==> src/rtl/trig_capture_ctrl.sv <==
// Trigger/capture sequencer: arms on request, waits for the combined trigger
// condition, then counts post-trigger samples. Optional timestamp: TRIG_TIMESTAMP_EN.
module trig_capture_ctrl (
    input  logic        clk,
    input  logic        rst,
    input  logic        protTrig,
    input  logic [4:0]  chTrig,
    input  logic [4:0]  chTrig_en,
    input  logic        prot_en,
    input  logic        arm,
    input  logic        abort,
    input  logic        smpl_en,
    input  logic [8:0]  trig_pos,
    output logic        armed,
    output logic        triggered,
    output logic        capture_done,
    output logic [1:0]  state
`ifdef TRIG_TIMESTAMP_EN
    ,
    output logic [15:0] trig_time
`endif
);

    typedef enum logic [1:0] {
        S_IDLE  = 2'd0,
        S_ARMED = 2'd1,
        S_TRIG  = 2'd2,
        S_DONE  = 2'd3
    } state_t;

    state_t      state_reg, state_next;
    logic [8:0]  cnt_reg, cnt_next;
    logic [8:0]  tpos_reg, tpos_next;
    logic        armed_reg, triggered_reg, done_reg;
    logic [4:0]  ch_ok;
    logic        cond;
    logic        arm_edge;

    // A disabled channel never blocks the AND; at least one source must be enabled.
    generate
        for (genvar gi = 0; gi < 5; gi++) begin : g_ch
            assign ch_ok[gi] = chTrig[gi] | ~chTrig_en[gi];
        end
    endgenerate

    assign cond = (&ch_ok) & (protTrig | ~prot_en) & ((|chTrig_en) | prot_en);
    assign arm_edge = ~abort & arm & ((state_reg == S_IDLE) | (state_reg == S_DONE));

    always_comb begin
        state_next = state_reg;
        cnt_next   = cnt_reg;
        tpos_next  = tpos_reg;
        if (abort) begin
            state_next = S_IDLE;
            cnt_next   = 9'd0;
        end else begin
            case (state_reg)
                S_IDLE: begin
                    if (arm) begin
                        state_next = S_ARMED;
                        tpos_next  = trig_pos;
                    end
                end
                S_ARMED: begin
                    if (cond) begin
                        state_next = S_TRIG;
                        cnt_next   = 9'd0;
                    end
                end
                S_TRIG: begin
                    // A zero post-trigger count completes without waiting for a strobe.
                    if (tpos_reg == 9'd0) begin
                        state_next = S_DONE;
                    end else if (smpl_en) begin
                        cnt_next = cnt_reg + 9'd1;
                        if (cnt_reg + 9'd1 == tpos_reg) begin
                            state_next = S_DONE;
                        end
                    end
                end
                S_DONE: begin
                    if (arm) begin
                        state_next = S_ARMED;
                        tpos_next  = trig_pos;
                    end
                end
                default: state_next = S_IDLE;
            endcase
        end
    end

    always_ff @(posedge clk or posedge rst) begin
        if (rst) begin
            state_reg     <= S_IDLE;
            cnt_reg       <= 9'd0;
            tpos_reg      <= 9'd0;
            armed_reg     <= 1'b0;
            triggered_reg <= 1'b0;
            done_reg      <= 1'b0;
        end else begin
            state_reg     <= state_next;
            cnt_reg       <= cnt_next;
            tpos_reg      <= tpos_next;
            armed_reg     <= (state_next == S_ARMED);
            triggered_reg <= (state_next == S_TRIG) | (state_next == S_DONE);
            done_reg      <= (state_next == S_DONE);
        end
    end

    assign state        = state_reg;
    assign armed        = armed_reg;
    assign triggered    = triggered_reg;
    assign capture_done = done_reg;

`ifdef TRIG_TIMESTAMP_EN
    logic [15:0] ts_reg, ts_next;

    // Counts strobes while armed; freezes once the state leaves ARMED.
    always_comb begin
        ts_next = ts_reg;
        if (abort || arm_edge) begin
            ts_next = 16'd0;
        end else if (state_reg == S_ARMED && smpl_en && ts_reg != 16'hFFFF) begin
            ts_next = ts_reg + 16'd1;
        end
    end

    always_ff @(posedge clk or posedge rst) begin
        if (rst) begin
            ts_reg <= 16'd0;
        end else begin
            ts_reg <= ts_next;
        end
    end

    assign trig_time = ts_reg;
`else
    logic unused_arm_edge;
    assign unused_arm_edge = arm_edge;
`endif

endmodule

==> config.mk <==
export PLATFORM = sky130hd
export DESIGN_NAME = trig_capture_ctrl
export DESIGN_NICKNAME = d
export VERILOG_FILES = /design/src/rtl/trig_capture_ctrl.sv
export SDC_FILE = /design/constraint.sdc
export NUM_CORES = 1
export LEC_CHECK = 0
export BUFFER_PORTS_ARGS = -buffer_cell sky130_fd_sc_hd__buf_4
export CAP_MARGIN = 40
export CELL_PAD_IN_SITES_DETAIL_PLACEMENT = 1
export CELL_PAD_IN_SITES_GLOBAL_PLACEMENT = 2
export CORE_MARGIN = 2
export CORE_UTILIZATION = 34
export CTS_CLUSTER_DIAMETER = 30
export CTS_CLUSTER_SIZE = 24
export DETAILED_ROUTE_END_ITERATION = 7
export PLACE_DENSITY_LB_ADDON = 0.1
export SLEW_MARGIN = 20
export SYNTH_ARGS = -nofsm -noshare
export SYNTH_HDL_FRONTEND = slang
export SYNTH_SLANG_ARGS = --single-unit
==> constraint.sdc <==
create_clock -name clk -period 1.9 [get_ports clk]
set_input_delay 0.095 -clock clk [delete_from_list [all_inputs] [get_ports clk]]
set_output_delay 0.095 -clock clk [all_outputs]
set_load 0.03 [all_outputs]
* Word-level counts from Yosys, hierarchy flattened
Index checks and enable logic that the tools add are counted.
** Storage, ports and cells
- Output and inout bits :: 5
- Input bits :: 26
- ROM bits :: 0
- Bits in writable memories :: 0
- Latch bits :: 0
- Bits in registers :: 23
- Memories :: 0
** Cells by class
- Divide/modulo/power cells :: 0
- Bitwise gates (word level) :: 17
- Order comparisons :: 0
- $mul :: 0
- Shift operators :: 0
- Add/subtract/negate cells :: 1
- Mux-type cells :: 12
- Equality and inequality tests :: 10
- Reductions and logical operators :: 8
** Operator list (number)
- 9-bit 2-to-1 mux :: 4
- 9-bit case mux with 2 select lines :: 1
- 2-bit 2-to-1 mux :: 6
- 9-bit by 1-bit adder with 9-bit output, second input constant :: 1
- 9-bit equality test :: 1
- 9-bit zero test :: 1
- 3-bit inequality test, second input constant :: 3
- 2-bit equality test, second input constant :: 4
- 1-bit OR :: 8
- 1-bit inverter :: 7
- 2-bit case mux with 3 select lines :: 1
- 5-bit AND reduction :: 1
- 5-bit OR reduction :: 1
- 2-bit by 1-bit equality test with 1-bit output, second input constant :: 2
- 4-bit AND reduction :: 1
- 3-bit AND reduction :: 1
- 3-bit nonzero test :: 1
- 1-bit AND :: 2
- 2-bit zero test :: 1
- 2-bit OR reduction :: 1

* Longest topological paths before layout
Gate-level depths: netlist (run 1).
- Depth after elaboration :: 10
- Gate-level depth with buffers :: 7
- Depth with buffers taken out :: 7

* Worst setup path before layout (run 1)
No wires, ideal clock.
- Path type :: register to register
- Start point :: reg state_reg[0] (netlist: state[0])
- End point :: reg cnt_reg[5]
- Buffers on the path :: 2
- Period minus slack after synthesis :: 1938 ps
- Cell stages (with the launch flop) :: 8
- Data required time :: 1780 ps
- Slack :: -38 ps
- Library setup time :: 120 ps
- Arrival :: 1818 ps
- Cell sequence :: dfrtp_1 -> inv_1 -> ha_1 -> clkbuf_1 -> a21bo_2 -> buf_1 -> a311oi_1 -> a31o_2
** On the way
- Word-level cells in the longest chain between the ends :: 3
- Elaborated cells on any way between the ends :: 9
- Classes of those cells :: eq/ne: 5; mux: 2; reduce/logical: 2
** Ends and longest elaborated chain
- from (decl) :: RTL line 31 : state_t state_reg, state_next;
- from (signal assigned) :: RTL line 101 : state_reg <= state_next;
- 2-bit equality test / 2-bit by 1-bit equality test with 1-bit output (equally long branches) :: RTL line 57 : case (state_reg)
- 3-bit inequality test (no line) (tied with other cells)
- 4-bit AND reduction (no line) / 9-bit 2-to-1 mux (equally long branches)
- to (signal assigned) :: RTL line 102 : cnt_reg <= cnt_next;
- to (decl) :: RTL line 32 : logic [8:0] cnt_reg, cnt_next;
Parallel ways exist; a longest one is shown, timed or not.
A chain may end at the register's enable or synchronous reset.

* Final worst setup path (run 1)
- Start point :: reg state_reg[1] (netlist: state[1])
- End point :: reg cnt_reg[2]
Same word-level chain as after synthesis.

==> impl_metrics.tcl, run 1 <==
set metrics [dict create \
    status "complete, no violations" \
    dp_slack_ps -239.9 \
    slew_violations 0 \
    rr_worst_depth 8 \
    cp-start-kind "register" \
    wl_per_cell_um 17.36 \
    io_pins 31 \
    setup_viol 0 \
    final_cell_mix "47 x buf_4, 22 x dfrtp_1, 12 x inv_1, 10 x mux2_2" \
    finalPower_mw 1.542 \
    critical_path_arrival_ps 1990 \
    yosys_warnings 0 \
    grt_pass1_vias 1531 \
    place_congestion 0.7776 \
    dieArea_mm2 0.005291 \
    r2r_setup_slack_ps 80 \
    cts.clk_slew.worst_paths_ps 90 \
    clock-root-buffer "clkbuf_8" \
    period_minus_slack_ps 1822 \
    crit_fanout 10 \
    critPathRequiredTime_ps 2070 \
    finalWirelength_um 4600 \
    crit_path_end "cnt_reg[2]" \
    drcViolationCount 0 \
    numCtsBuffers 3 \
    fmax_ghz 0.5488 \
    synthArstFlopShare_pct 100.0 \
    syn_area_mm2 0.001607 \
    synth_nets 197 \
    grt_start_max_net_pins 25 \
    synth_edf_count 0 \
    syn_avg_cell_area_um2 9.563 \
    r2r-end "cnt_reg[2]" \
    worst_slack_ps 77.93 \
    min_period_over_period_pct 95.90 \
    dr.pass1.iters 4 \
    final_common_cell "buf_4" \
    rows 25 \
    vias 1426 \
    worst_setup_path_end_kind "register" \
    die_w_um 72.74 \
    crit_start "state[1]" \
    tns_ps 0 \
    h-tree-depth 1 \
    power_density_mw_per_mm2 741.3 \
    timing.rr.start "state[1]" \
    finalClockSkew_ps 3.265 \
    routed_via_density 5.381 \
    grt_first_pass_wirelength_um 7631 \
    dpl.hpwl_um 3497 \
    synth_cell_type_count 45 \
    area_growth_pct 29.52 \
    syn_inst 168 \
    antenna_found_initial 0 \
    n_antenna_cell 0 \
    critical_path_class "reg2reg" \
    synth-seq-cells 23 \
    relSlewSlack_pct 65.23 \
    ir_drop_v 0.0004249 \
    initial_core_util_pct 34.70 \
    cts_tree "done" \
    grt-ovfl-total 0 \
    synth_flop_cell "dfrtp_1" \
    track_usage_pct 18.54 \
    yosysSeqAreaShare_pct 35.83 \
    die_h_um 72.74 \
    hold_violations 0 \
    cts_max_path_buffers 2 \
    maxCapViolations 0 \
    insertion_delay_ps 270 \
    core_area_mm2 0.004629 \
    drtIter0Drc 58 \
    worstMarginPinSlew_ps 521.5 \
    fin_nets 241 \
    antenna_left 0 \
    hp-class "in2reg" \
    drive_gt1_share_pct 38.86 \
    cts_sinks 23 \
    port_buffers 30 \
    rsz0062_at_grt "yes" \
    total_leakage_power_nw 0.8578 \
]
per-layer routing:
| metal | up-vias | wire (um) | GRT usage [%] |
|---|---|---|---|
| li1 | 700 | - | - |
| met4 | 0 | 36 | 3.086 |
| met2 | 16 | 2288 | 30.61 |
| met1 | 706 | 2200 | 26.12 |
| met3 | 4 | 74 | 2.762 |
| met5 | - | 0 | 0 |
worst min path at each step:
stage          slack, ps   startpoint  cells after the start            to
2_1_floorplan        100          rst                      1         armed
3_3_place_gp         140          rst                      2  capture_done
3_5_place_dp         150          rst                      2         armed
4_1_cts               40  trig_pos[5]                      2   tpos_reg[5]
5_1_grt               50  trig_pos[3]                      2   tpos_reg[3]
6_report              50  trig_pos[5]                      2   tpos_reg[5]
metrics by stage:
stage | utilization, % | cell area [um2] | std cells | hold slack [ps]
2_1_floorplan | - | 1608 | 168 | 96.85
3_3_place_gp | 42.57 | 1971 | 258 | 138.2
3_5_place_dp | 42.57 | 1971 | 258 | 148.1
4_1_cts | 43.95 | 2034 | 263 | 43.89
5_1_grt | 44.95 | 2081 | 265 | 48.49
6_report | 44.95 | 2081 | 265 | 47.87
layout make-up:
| type | instances | area (um2) |
|---|---|---|
| Fill cell | 540 | 2549 |
| Timing Repair Buffer | 49 | 382.9 |
| Multi-Input combinational cell | 123 | 963.4 |
| Sequential cell | 23 | 576.8 |
| Inverter | 12 | 45.04 |
| Tap cell | 54 | 67.56 |
| Clock buffer | 4 | 45.04 |
worst max-delay path: stages (launching register included):
cell and delay [ps]:
dfrtp_1 400, inv_1 60, ha_1 210, buf_4 160
nand2b_1 200, o31ai_4 110, buf_12 150, and2_4 170
a32o_1 250
timing repair:
item / in CTS / in global routing
hold buffers: 1 / 0
gates resized for setup: 1 / 3
pin swaps: 1 / 1
buffers inserted: 0 / 2
endpoints found under the setup margin: 9 / 14
endpoints found under the hold margin: 12 / 0
power breakdown:
group	internal [mW]	leakage (nW)	switching [mW]
registers	0.570	0.298	0.0816
clock network	0.150	0.0228	0.173
logic	0.291	0.537	0.277
total	1.01	0.858	0.531
Yosys cell counts, types with 2 or more instances:
cell	instances	area [um2]
a21bo_2	2	20.02
a21oi_1	2	10.01
a311oi_1	3	26.28
a31o_2	3	26.28
clkbuf_1	6	22.52
dfrtp_1	23	575.6
ha_1	3	37.54
inv_1	12	45.04
mux2_2	10	112.6
nand2_1	9	33.78
nand2b_1	6	37.54
nand3_1	10	50.05
nand4_1	4	25.02
nand4b_1	3	26.28
nor2_1	4	15.01
nor2b_1	7	43.79
nor3_1	5	25.02
nor3b_1	3	22.52
nor4_1	3	18.77
nor4b_1	3	26.28
o211ai_1	4	30.03
o21ai_0	7	35.03
o221ai_1	2	17.52
o311ai_2	3	48.80
o31a_1	2	17.52
or2_2	4	25.02
xnor2_1	4	35.03
xor2_1	4	35.03
cells by family after synthesis:
group,after synthesis,share of synthesized area [%]
AO/OA/AOI/OAI,35,19.24
flip-flops,23,35.83
AND/OR/NAND/NOR,67,25.31
multiplexers,10,7.009
adder cells (fa/ha/maj),3,2.337
XOR/XNOR,8,4.361
buffers and inverters,22,5.918
Power figures use the tool's default switching activity.
==> run 2: changes to the inputs <==
CORE_UTILIZATION = 35   (was 34)
CTS_BUF_LIST = sky130_fd_sc_hd__clkbuf_4   (was unset)
REMOVE_ABC_BUFFERS = 1   (was unset)
==> run 2 against run 1 <==
  * Combinational power is 3% higher
  * Clock power is 22% lower
  * Critical path depth down 1
  * Total power fell by 2.7%
  * Sequential share of layout area fell by 0.82 points
  * Via count rose by 5.4%
  * Design area up 3.1%
==> impl_metrics.tcl, run 2 (synthesis gave the netlist of run 1 again) <==
set metrics [dict create \
    finalPower_mw 1.501 \
    numCtsBuffers 3 \
    setup_viol 0 \
    critical_path_class "reg2reg" \
    cts_tree "done" \
    die_w_um 71.75 \
    min_period_over_period_pct 94.80 \
    cts_sinks 23 \
    finalClockSkew_ps 4.665 \
    cp_num_buf_inv 2 \
    n_antenna_cell 0 \
    period_minus_slack_ps 1801 \
    finalWirelength_um 4716 \
    drive_gt1_share_pct 37.50 \
    slowest_delay_ps 450 \
    critPathRequiredTime_ps 2140 \
    power_density_mw_per_mm2 700.1 \
    crit_family "flip-flops" \
    worst_slack_ps 98.81 \
    io_pins 31 \
    initial_core_util_pct 36.64 \
    rows 24 \
    cts.clk_slew.worst_paths_ps 140 \
    relSlewSlack_pct 61.84 \
    routed_via_density 5.608 \
    place_area_mm2 0.001937 \
    insertion_delay_ps 330 \
    hold_slack_ps 127.0 \
    seqCellArea_um2 576.8 \
    drcViolationCount 0 \
    vias 1503 \
    dieArea_mm2 0.005148 \
    dp_slack_ps -7.459 \
    hold_violations 0 \
    final_common_cell "buf_4" \
    dpl.hpwl_um 3438 \
    maxCapViolations 0 \
    core_area_mm2 0.004384 \
    critical_path_arrival_ps 2040 \
    cp_slowest_cell "dfrtp_1" \
    drtIter0Drc 46 \
    fillers 510 \
    worstMarginPinSlew_ps 563.5 \
    fmax_ghz 0.5552 \
    track_usage_pct 19.03 \
    hp-class "in2reg" \
    h-tree-depth 1 \
    total_leakage_power_nw 0.8640 \
    grt_start_max_net_pins 25 \
    die_h_um 71.75 \
    antenna_found_initial 0 \
    tns_ps 0 \
    area_growth_pct 33.49 \
    final_cell_mix "43 x buf_4, 22 x dfrtp_1, 12 x inv_1, 10 x mux2_2, 10 x dlygate4sd3_1" \
    port_buffers 30 \
    multiInputGateArea_um2 993.5 \
    place_congestion 0.7663 \
    ir_drop_v 0.0004236 \
    clock-root-buffer "clkbuf_4" \
    fin_area_mm2 0.002145 \
    grt-ovfl-total 0 \
    path_cells "inv_1 > ha_1 > nand2b_1 > o31ai_4 > buf_6 > and2_4 > a32o_1" \
    antenna_left 0 \
    cp-start-kind "register" \
    status "complete, no violations" \
    fin_nets 246 \
    wl_per_cell_um 17.60 \
    worst_setup_path_end_kind "register" \
    crit_fanout 8 \
    grt_first_pass_wirelength_um 7645 \
    cts_max_path_buffers 2 \
    dr.pass1.iters 4 \
    grt_pass1_vias 1592 \
    slew_violations 0 \
]
run 2: cell count changes in the layout (fill, tap and decap cells not counted), sizes merged:
cell / before / now
dlygate4sd3: 1 / 10
buf: 48 / 44
clkbuf: 4 / 3
clkinvlp: 0 / 1
run 2: timing repair:
action / CTS / global route
endpoints found under the hold margin: 32 / 0
endpoints found under the setup margin: 2 / 10
cloned: 0 / 1
pin swaps: 0 / 4
hold buffers: 10 / 0
resized for setup: 3 / 10
setup buffers: 0 / 1
run 2: worst reg2reg max path: stages (launching register included):
cell and delay [ps]:
dfrtp_1 450, inv_1 120, ha_1 280, nand2b_1 170, o31ai_4 110, buf_6 160, and2_4 180, a32o_1 250
run 2: area by class of cell:
class	count	area share, %
multi-input combinational	123	46.32
sequential	23	26.90
timing repair buffer	54	20.24
tap	52	3.034
inverter	12	2.100
clock buffer	3	1.050
clock inverter	1	0.3501
run 2: power breakdown:
part           switching, mW  internal [mW]  total (mW)
logic                  0.286          0.298       0.585
registers             0.0937          0.570       0.664
clock network          0.173         0.0808       0.253
run 2: worst paths after layout:
path | startpoint | endpoint | slack (ps) | cells past startpoint
setup / recovery | state[0] | cnt_reg[2] | 100 | 7
hold / removal | abort | state[1] | 130 | 2
setup reg to reg | state[0] | cnt_reg[2] | 100 | 7
hold reg to reg | tpos_reg[1] | tpos_reg[1] | 590 | 1
max in group asynchronous | rst | tpos_reg[2] | 1270 | 4
min in group asynchronous | rst | tpos_reg[4] | 370 | 4
run 2: per-stage QoR:
step	cells	utilization (%)
5_1_grt	268	48.92
2_1_floorplan	158	-
3_3_place_gp	252	44.18
4_1_cts	266	47.37
3_5_place_dp	252	44.18
6_report	268	48.92
run 2: metal layers:
layer	track usage, %	routed length [um]	vias up	part of all wire, %
li1	-	-	714	-
met1	22.79	2085	753	44
met2	34.88	2375	28	50
met3	2.532	160	8	3.4
met4	6.289	94	0	2.0
met5	0	0	-	0
==> run 3: changes to the inputs <==
CAP_MARGIN = 20   (was 40)
RECOVER_POWER = 100   (was unset)
==> run 3 against run 2 <==
  * Critical path depth stayed put
  * First-iteration DRC count shrank 4.3%
  * Total power decreased by 1.0%
  * Flip-flop and latch count is the same
==> impl_metrics.tcl, run 3 (synthesis gave the netlist of run 1 again) <==
set metrics [dict create \
    status "complete, no violations" \
    area_growth_pct 32.09 \
    grt-ovfl-total 0 \
    finalWirelength_um 4695 \
    n_antenna_cell 0 \
    critical_path_class "reg2reg" \
    routed_via_density 5.597 \
    hp-start "abort" \
    rows 24 \
    worstMarginPinSlew_ps 1338 \
    ir_drop_v 0.0004165 \
    crit_start "state[0]" \
    drcViolationCount 0 \
    port_buffers 30 \
    multiInputGateArea_um2 993.5 \
    fmax_ghz 0.5566 \
    track_usage_pct 19.03 \
    h-tree-depth 1 \
    initial_core_util_pct 36.64 \
    insertion_delay_ps 330 \
    hold_violations 0 \
    cts.clk_slew.worst_paths_ps 140 \
    period_minus_slack_ps 1797 \
    fin_nets 246 \
    hold_slack_ps 127.4 \
    critPathRequiredTime_ps 2140 \
    cp-start-kind "register" \
    timing.rr.start "state[0]" \
    cp_num_buf_inv 2 \
    grt_first_pass_wirelength_um 7645 \
    die_w_um 71.75 \
    drtIter0Drc 44 \
    relSlewSlack_pct 10.79 \
    cts_sinks 23 \
    clock-root-buffer "clkbuf_4" \
    dr.pass1.iters 4 \
    grt_pass1_vias 1592 \
    slew_violations 0 \
    antenna_left 0 \
    numCtsBuffers 3 \
    core_area_mm2 0.004384 \
    antenna_found_initial 0 \
    cts_max_path_buffers 2 \
    crit_fanout 8 \
    drive_gt1_share_pct 34.72 \
    io_pins 31 \
    cp_slowest_cell "dfrtp_1" \
    cts_tree "done" \
    finalPower_mw 1.486 \
    worst_setup_path_end_kind "register" \
    seqCellArea_um2 576.8 \
    die_h_um 71.75 \
    power_density_mw_per_mm2 700.1 \
    total_leakage_power_nw 0.8394 \
    fin_util_pct 48.40 \
    wl_per_cell_um 17.52 \
    dpl.hpwl_um 3438 \
    final_common_cell "buf_4" \
    slowest_delay_ps 440 \
    maxCapViolations 0 \
    critical_path_arrival_ps 2030 \
    vias 1500 \
    dp_slack_ps -7.459 \
    worst_slack_ps 103.3 \
    hp-class "in2reg" \
    grt_start_max_net_pins 25 \
    setup_viol 0 \
    path_cells "inv_1 > ha_1 > nand2b_1 > o31ai_4 > buf_6 > and2_4 > a32o_1" \
    dieArea_mm2 0.005148 \
    crit_family "flip-flops" \
    fillers 511 \
    finalClockSkew_ps 4.396 \
    place_congestion 0.7663 \
    min_period_over_period_pct 94.57 \
    final_cell_mix "36 x buf_4, 22 x dfrtp_1, 12 x inv_1, 10 x mux2_2, 10 x dlygate4sd3_1" \
]
-- run 3: cell count changes in the layout (fill, tap and decap cells not counted) --
cell      change
clkbuf_1      +6
clkbuf_4      +1
buf_4         -7
-- run 3: where the power goes --
part / internal [mW] / switching, mW
Clock: 0.0808 / 0.172
Combinational: 0.285 / 0.286
Sequential: 0.570 / 0.0923
Total: 0.935 / 0.550
-- run 3: per-layer routing --
| layer | global-route usage [%] | share of wire, % |
|---|---|---|
| met1 | 22.79 | 44 |
| met2 | 34.88 | 51 |
| met3 | 2.532 | 3.6 |
| met4 | 6.289 | 2.0 |
| met5 | 0 | 0 |
-- run 3: final timing paths --
kind	endpoint	slack, ps	cells past startpoint
worst min register to register	tpos_reg[1]	590	1
worst max-delay path	cnt_reg[2]	100	7
worst min-delay path	state[1]	130	2
min in group asynchronous	tpos_reg[4]	760	4
max in group asynchronous	tpos_reg[2]	270	4
worst max register to register	cnt_reg[2]	100	7
-- run 3: cell type report --
type | instances | share of cell area, %
Multi-Input combinational cell | 123 | 46.82
Sequential cell | 23 | 27.18
Timing Repair Buffer | 54 | 19.40
Tap cell | 52 | 3.066
Inverter | 12 | 2.123
Clock buffer | 3 | 1.061
Clock inverter | 1 | 0.3538
-- run 3: worst reg2reg max path, cell delays in order (launching register included) --
cell	delay [ps]
dfrtp_1	440
inv_1	120
ha_1	280
nand2b_1	170
o31ai_4	110
buf_6	160
and2_4	180
a32o_1	250
-- run 3: timing repair --
item                       4_1_cts  5_1_grt
hold endpoints to repair        32        0
buffers inserted                 0        1
cloned                           0        1
pin swaps                        0        4
hold buffers                    10        0
gates resized for setup          3       10
setup endpoints to repair        2       10
-- run 3: through the flow --
| step | area (um2) | setup TNS, ps | std cells |
|---|---|---|---|
| after CTS | 2077 | 0 | 266 |
| after global routing | 2122 | -1.894 | 268 |
| after floorplan | 1556 | -1132 | 158 |
| after global placement | 1937 | 0 | 252 |
| final | 2122 | 0 | 268 |
| after detailed placement | 1937 | -7.459 | 252 |
